**config.mk**
```make
export PLATFORM = sky130hd
export DESIGN_NAME = mem_port_arbiter
export DESIGN_NICKNAME = d
export VERILOG_FILES = /design/src/rtl/mem_port_arbiter.sv
export SDC_FILE = /design/constraint.sdc
export NUM_CORES = 1
export LEC_CHECK = 0
export BUFFER_PORTS_ARGS = -buffer_cell sky130_fd_sc_hd__buf_2
export CAP_MARGIN = 20
export CORE_AREA = 4 4 126 128
export CTS_CLUSTER_SIZE = 24
export DETAILED_ROUTE_END_ITERATION = 8
export DIE_AREA = 0 0 130 132
export GPL_TIMING_DRIVEN = 0
export PLACE_DENSITY = 0.81
export SLEW_MARGIN = 20
export SYNTH_ARGS = -nofsm -noshare
export SYNTH_HDL_FRONTEND = slang
export SYNTH_SLANG_ARGS = --single-unit
```
**constraint.sdc**
```tcl
create_clock -name clk -period 5.1 [get_ports clk]
set_input_delay 0.765 -clock clk [delete_from_list [all_inputs] [get_ports clk]]
set_output_delay 0.765 -clock clk [all_outputs]
set_load 0.01 [all_outputs]
```
**src/rtl/mem_port_arbiter.sv**
```systemverilog
// Round-robin arbiter sharing one single-port, variable-latency memory between
// the instruction-fetch (I) and load/store (D) requesters. One transaction at a
// time; requesters receive a registered one-cycle ack with data or a timeout error.
module mem_port_arbiter #(
  parameter int unsigned ADDR_W  = 32,
  parameter int unsigned DATA_W  = 32,
  parameter int unsigned TIMEOUT = 64
) (
  input  logic              clk,
  input  logic              reset,
  // Instruction-fetch requester
  input  logic              i_req,
  input  logic [ADDR_W-1:0] i_addr,
  output logic              i_ack,
  output logic              i_err,
  output logic [DATA_W-1:0] i_rdata,
  // Load/store requester
  input  logic              d_req,
  input  logic [ADDR_W-1:0] d_addr,
  input  logic [DATA_W-1:0] d_wdata,
  input  logic              d_we,
  input  logic [1:0]        d_mode,
  output logic              d_ack,
  output logic              d_err,
  output logic [DATA_W-1:0] d_rdata,
  // Memory side
  output logic              mem_req,
  output logic [ADDR_W-1:0] mem_addr,
  output logic [DATA_W-1:0] mem_wdata,
  output logic              mem_we,
  output logic [1:0]        mem_mode,
  input  logic              mem_ack,
  input  logic [DATA_W-1:0] mem_rdata
);

  localparam logic [1:0]  ModeWord = 2'b10;
  localparam logic [15:0] CntLast  = 16'(TIMEOUT - 1);

  typedef enum logic [1:0] {StIdle, StBusyI, StBusyD} state_e;

  state_e            state_q, state_d;
  logic              last_d_q, last_d_d;  // 1: D was granted last
  logic [15:0]       cnt_q, cnt_d;
  logic [ADDR_W-1:0] addr_q, addr_d;
  logic [DATA_W-1:0] wdata_q, wdata_d;
  logic              we_q, we_d;
  logic [1:0]        mode_q, mode_d;
  logic              i_ack_q, i_ack_d, d_ack_q, d_ack_d;
  logic              i_err_q, i_err_d, d_err_q, d_err_d;
  logic [DATA_W-1:0] i_rdata_q, i_rdata_d, d_rdata_q, d_rdata_d;

  logic i_elig, d_elig, grant_i, grant_d, tmo;

  // A requester is masked during its own ack cycle, since its req is still high.
  assign i_elig  = i_req && !i_ack_q;
  assign d_elig  = d_req && !d_ack_q;
  assign grant_d = d_elig && (!i_elig || !last_d_q);
  assign grant_i = i_elig && !grant_d;
  // mem_ack in the final counted cycle takes precedence over the timeout.
  assign tmo     = !mem_ack && (cnt_q == CntLast);

  // Next-state: arbitration in idle, completion/timeout handling while busy.
  always_comb begin
    state_d   = state_q;
    last_d_d  = last_d_q;
    cnt_d     = cnt_q;
    addr_d    = addr_q;
    wdata_d   = wdata_q;
    we_d      = we_q;
    mode_d    = mode_q;
    i_ack_d   = 1'b0;
    d_ack_d   = 1'b0;
    i_err_d   = 1'b0;
    d_err_d   = 1'b0;
    i_rdata_d = i_rdata_q;
    d_rdata_d = d_rdata_q;
    case (state_q)
      StIdle: begin
        if (grant_d) begin
          state_d  = StBusyD;
          last_d_d = 1'b1;
          cnt_d    = '0;
          addr_d   = d_addr;
          wdata_d  = d_wdata;
          we_d     = d_we;
          mode_d   = d_mode;
        end else if (grant_i) begin
          state_d  = StBusyI;
          last_d_d = 1'b0;
          cnt_d    = '0;
          addr_d   = i_addr;
          wdata_d  = '0;
          we_d     = 1'b0;
          mode_d   = ModeWord;
        end
      end
      StBusyI, StBusyD: begin
        if (mem_ack || tmo) begin
          state_d = StIdle;
          cnt_d   = '0;
          if (state_q == StBusyD) begin
            d_ack_d   = 1'b1;
            d_err_d   = tmo;
            d_rdata_d = mem_ack ? mem_rdata : '0;
          end else begin
            i_ack_d   = 1'b1;
            i_err_d   = tmo;
            i_rdata_d = mem_ack ? mem_rdata : '0;
          end
        end else begin
          cnt_d = cnt_q + 16'd1;
        end
      end
      default: state_d = StIdle;
    endcase
  end

  // State and output registers; reset aborts any transaction silently.
  always_ff @(posedge clk or posedge reset) begin
    if (reset) begin
      state_q   <= StIdle;
      last_d_q  <= 1'b0;
      cnt_q     <= '0;
      addr_q    <= '0;
      wdata_q   <= '0;
      we_q      <= 1'b0;
      mode_q    <= 2'b00;
      i_ack_q   <= 1'b0;
      d_ack_q   <= 1'b0;
      i_err_q   <= 1'b0;
      d_err_q   <= 1'b0;
      i_rdata_q <= '0;
      d_rdata_q <= '0;
    end else begin
      state_q   <= state_d;
      last_d_q  <= last_d_d;
      cnt_q     <= cnt_d;
      addr_q    <= addr_d;
      wdata_q   <= wdata_d;
      we_q      <= we_d;
      mode_q    <= mode_d;
      i_ack_q   <= i_ack_d;
      d_ack_q   <= d_ack_d;
      i_err_q   <= i_err_d;
      d_err_q   <= d_err_d;
      i_rdata_q <= i_rdata_d;
      d_rdata_q <= d_rdata_d;
    end
  end

  assign mem_req   = (state_q != StIdle);
  assign mem_addr  = addr_q;
  assign mem_wdata = wdata_q;
  assign mem_we    = we_q;
  assign mem_mode  = mode_q;
  assign i_ack     = i_ack_q;
  assign i_err     = i_err_q;
  assign i_rdata   = i_rdata_q;
  assign d_ack     = d_ack_q;
  assign d_err     = d_err_q;
  assign d_rdata   = d_rdata_q;

endmodule

```
* After elaboration in Yosys (flattened, before gate mapping)
Index checks and enable logic that the tools add are counted.
** Word-level totals
- Bits in registers :: 154
- Bits of input ports :: 136
- Output and inout bits :: 136
- Word-level logic and storage cells :: 73
** Operators by class
- $add $sub $neg :: 1
- Equality and inequality tests :: 5
- Multiplexer cells :: 30
- Bitwise operators :: 1
- Reductions and logical operators :: 23
** Operators by type and width (count)
- $mux 32 :: 5
- $mux 16 :: 3
- $pmux 16 s2 :: 1
- $add 16x1->16 const B :: 1
- $eq 16x6->1 const B :: 1
- $mux 1 :: 15
- $mux 2 :: 5
- $logic_not 1->1 :: 6
- $reduce_and 2->1 :: 3
- $reduce_and 3->1 :: 2
- $reduce_bool 2->1 :: 3
- $logic_and 1x1->1 :: 5
- $pmux 2 s2 :: 1
- $ne 3x3->1 const B :: 1
- $eq 2x1->1 const B :: 1
- $eq 2x2->1 const B :: 1
- $logic_not 2->1 :: 1
- $logic_or 1x1->1 :: 2
- $ne 2x2->1 const B :: 1
- $reduce_or 2->1 :: 1
- $not 1->1 :: 1

* Longest topological paths before layout
- Depth after elaboration :: 10
- Gate-level depth with buffers :: 9
- Gate-level depth less buffers :: 6

* Worst setup path after synthesis
OpenSTA, ideal clock, no wires.
- Path type :: input port to flip-flop
- Start :: input port d_req
- End :: register cnt_q[10]
- Library setup time :: 0.138 ns
- Arrival time :: 1.728 ns
- Required time :: 4.962 ns
- Path slack :: 3.234 ns
- Cell stages on the path :: 6
- Buffers on the path :: 2
- Path through :: nand2b_4 > a31o_4 > buf_6 > clkbuf_1 > a21oi_2 > a21oi_1
** On the way
- Word-level cells in the longest chain between the ends :: 6
- Elaborated cells on any way between the ends :: 8
- Classes of those cells :: eq/ne (1); mux (2); reduce/logical (5)
** Ends and longest elaborated chain
- start: declaration :: RTL line 18 : input logic d_req,
- $logic_and 1x1->1 * :: RTL line 56 : assign d_elig = d_req && !d_ack_q;
- $logic_and 1x1->1 * :: RTL line 57 : assign grant_d = d_elig && (!i_elig || !last_d_q);
- $logic_not 1->1 :: RTL line 58 : assign grant_i = i_elig && !grant_d;
- $logic_and 1x1->1 :: RTL line 58
- $ne 3x3->1 (no line)
- $reduce_and 2->1 (no line)
- end signal: assignment :: RTL line 137 : cnt_q <= cnt_d;
- end: declaration :: RTL line 43 : logic [15:0] cnt_q, cnt_d;
Every way passes the cells marked *; elsewhere a longest branch is shown, timed or not.
A chain may end at the register's enable or synchronous reset.

* Final worst setup path
- Start :: register state_q[0]
- End :: register cnt_q[15]
** On the way
- Word-level cells in the longest chain between the ends :: 4
- Elaborated cells on any way between the ends :: 8
- Classes of those cells :: eq/ne (3); mux (1); reduce/logical (4)
** Ends and longest elaborated chain
- start: declaration :: RTL line 41 : state_e state_q, state_d;
- start signal: assignment :: RTL line 121 : state_q <= StIdle;
- start signal: assignment :: RTL line 135 : state_q <= state_d;
- $eq 2x2->1 / $eq 2x1->1 (equally long branches) :: RTL line 77 : case (state_q)
- $reduce_or 2->1 :: RTL line 77
- $reduce_bool 2->1 (no line)
- $reduce_and 2->1 (no line)
Parallel ways exist; a longest one is shown, timed or not.

==> results.toml <==
[grt]
grt_use_met1_pct = 26.07
grt_overflow = 0
grt_max_degree = 97
use_met2_pct = 32.89
grt_pass1_wl_mm = 27.28
met3_usage_pct = 5.348
grt_pass1_vias = 5247
grt_busiest_layer = "met2"
grtUsageTotal_pct = 20.13
antenna_found_initial = 0

[flow_run]
drv_cap = 0

[power_and_ir_drop]
clock_power_share_pct = 22.5
seq_power_share_pct = 37.7
finalPower_w = 0.005339
swShare_pct = 37.07
p_sw_w = 0.001979
p_leak_nw = 4.422
p_comb_share_pct = 39.8
ir_drop_mv = 0.3227
p_per_area_mw_per_mm2 = 630.2
p_int_w = 0.003360

[critical_path]
critPathCaptureType = "register"
slowest_delay_ns = 0.48
crit_type = "reg2reg"
reg2reg_depth = 8
path_cells = "inv_1 > ha_1 > nor2_1 > a31o_4 > buf_6 > clkbuf_1 > a21oi_2 > a21oi_1"
cp_data_required_time_ns = 5.37
cpMaxStageDelayCell = "a21oi_2"
cp.buffers_inverters = 3
worstPathMaxFanout = 10
start_kind = "register"
path_depth = 8
critical_path_arrival_ns = 2.43
path_delay_family = "compound AO/OA/AOI/OAI gates"

[finish]
nets = 923
multiInputGateArea_mm2 = 0.002180
drive_above_1_share_pct = 42.16
nFillCells = 1315
area_delta_synth_final_pct = 34.90
antennaDiodeCount = 0
seq_area_mm2 = 0.003854
fin_cells = 985
fin_area_mm2 = 0.008473

[placed_design]
post-place-ws_ns = 2.783
dp.cells = 953
place_congestion = 0.8333
io_buffers = 271
hpwl_mm = 12.83
dpl_cell_area_mm2 = 0.007908

[sta]
relSlewSlack_pct = 62.86
finClkSkew_ns = 0.008466
period_share_pct = 42.41
setup_viol = 0
period_needed_ns = 2.163
slew_violations = 0
grt_setup_unrepaired = "no"
setup_ws_ns = 2.937
tightest_slew_ns = 0.5572
clock.fmax_mhz = 462.3
hold_violations = 0

[yosys]
ys.flop_type = "dfrtp_1"
ys_seq_elements = 154
ys_async_sr_fraction_pct = 100.0
syn_area_per_cell_um2 = 12.74
syn_area_mm2 = 0.006281
synth_nets = 632
synth_cells = 493
synth_edf_count = 0
seq_area_frac_synth_pct = 61.35
yosys_warnings = 0
ys_types = 46

[drt]
vias_per_cell = 5.285
routed_wl_mm = 17.32
via_count = 5206
wl_per_cell_um = 17.58
first_pass_iters = 6
drc = 0
drt_iter0_drc = 320
postRouteAntennaNets = 0

[clock_tree]
post_cts_buffers = 0
tritoncts = "yes"
ctsHoldBuffers = 0
clock_path_buffers = 2
clk_pin_slew_ns = 0.06
cts_sinks = 154
cts_resized = 0
htreeDepth = 4
cts-root-buf = "clkbuf_16"
insertion_delay_ns = 0.42
numCtsBuffers = 17

[floorplan]
ios = 272
die_height_um = 132
core_area_mm2 = 0.01486
die-area_mm2 = 0.01716
initial_core_util_pct = 42.26
die_w_um = 130
num_rows = 45

[outcome]
status = "finished clean"

[hold_path]
hold_class = "in2async"
-- power groups by stage --
stage	registers (W)	logic (W)	clock network [W]
floorplan	0.00225	0.00101	0
global placement	0.00201	0.00210	0
detailed placement	0.00201	0.00215	0
CTS	0.00201	0.00215	0.00123
global route	0.00207	0.00230	0.00129
finish	0.00202	0.00212	0.00120
-- layout by cell type, fill, tap and decap left out, types with 3 or more instances in the layout --
cell type | netlist | final
buf_2 | 9 | 280
dfrtp_1 | 154 | 154
a22o_1 | 98 | 98
o21ai_0 | 38 | 38
nand2_1 | 37 | 37
mux2i_1 | 32 | 32
clkbuf_1 | 18 | 18
clkbuf_16 | 0 | 17
or4_1 | 12 | 12
inv_1 | 12 | 11
a21oi_1 | 11 | 11
o31ai_1 | 9 | 9
nand3_1 | 8 | 8
buf_6 | 7 | 7
inv_6 | 0 | 5
nand4_1 | 3 | 3
a21o_1 | 3 | 3
a31oi_1 | 3 | 3
ha_1 | 3 | 3
clkinvlp_4 | 0 | 3
clkinv_2 | 0 | 3
-- worst register-to-register path, cell delays in order (launching register included) --
cell and delay [ns]:
dfrtp_1 0.35, inv_1 0.06, ha_1 0.33, nor2_1 0.07, a31o_4 0.23, buf_6 0.14, clkbuf_1 0.25, a21oi_2 0.48
a21oi_1 0.10
-- stage by stage --
| step | util (%) | TNS [ns] | hold WS, ns |
|---|---|---|---|
| final | 57.00 | 0 | 0.3610 |
| after global routing | 57.00 | 0 | 0.3868 |
| after CTS | 57.00 | 0 | 0.3669 |
| after detailed placement | 53.20 | 0 | 0.4650 |
| after global placement | 52.96 | -225.45 | 0.4585 |
| after floorplan | - | 0 | 0.4496 |
-- cells in the mapped netlist (2+ instances only) --
master / count / area, µm²
buf_6: 7 / 78.83
buf_2: 9 / 45.04
nand4_1: 3 / 18.77
o21ai_4: 2 / 32.53
nor2b_1: 2 / 12.51
o31ai_1: 9 / 67.56
mux2i_1: 32 / 320.3
nand2_1: 37 / 138.9
and4_1: 2 / 17.52
a22o_1: 98 / 858.3
a21oi_1: 11 / 55.05
nor4_2: 2 / 25.02
clkbuf_1: 18 / 67.56
and3_1: 2 / 12.51
inv_1: 12 / 45.04
ha_1: 3 / 37.54
nor2_1: 2 / 7.510
o21ai_0: 38 / 190.2
a21o_1: 3 / 22.52
or4_1: 12 / 90.09
nand2b_4: 2 / 27.53
a31oi_1: 3 / 18.77
nand3_1: 8 / 40.04
dfrtp_1: 154 / 3854
-- flip-flops by register name (all words and copies together) (netlist names) --
name and count:
cnt_q 16, d_ack 1, d_err 1, d_rdata 32, i_ack 1, i_err 1, i_rdata 32, last_d_q 1
mem_addr 32, mem_mode 2, mem_wdata 32, mem_we 1, state_q 2
-- cell type report --
class | instances | area share [%]
buffer | 36 | 2.392
multi-input combinational | 291 | 25.72
clock inverter | 15 | 1.654
clock buffer | 17 | 5.021
sequential | 154 | 45.48
inverter | 12 | 0.6202
tap | 188 | 2.776
timing repair buffer | 272 | 16.33
-- path summary, 6_finish.rpt --
check	slack, ns	endpoint	from
max in group asynchronous	3.92	i_ack	reset
worst max-delay path	2.94	cnt_q[15]	state_q[0]
worst min register to register	0.48	mem_addr[19]	mem_addr[19]
worst min-delay path	0.36	d_rdata[16]	reset
worst max register to register	2.94	cnt_q[15]	state_q[0]
min in group clk	0.48	mem_addr[19]	mem_addr[19]
-- routing by layer --
layer / vias up / share of wire (%) / wire length, µm
met4: 0 / 1.7 / 296
met3: 19 / 6.3 / 1097
li1: 2434 / - / -
met5: - / 0 / 0
met2: 172 / 51 / 8807
met1: 2581 / 41 / 7116
-- kinds of logic (layout without fill, tap and decap cells) --
kind of cell / after synthesis / in the layout / share of synthesized area (%)
AO/OA/AOI/OAI: 171 / 171 / 20.90
adder cells (fa/ha/maj): 3 / 3 / 0.5977
buffers and inverters: 48 / 352 / 3.944
flip-flops: 154 / 154 / 61.35
multiplexers: 33 / 33 / 5.279
AND/OR/NAND/NOR: 84 / 84 / 7.929
Power figures use the tool's default switching activity.
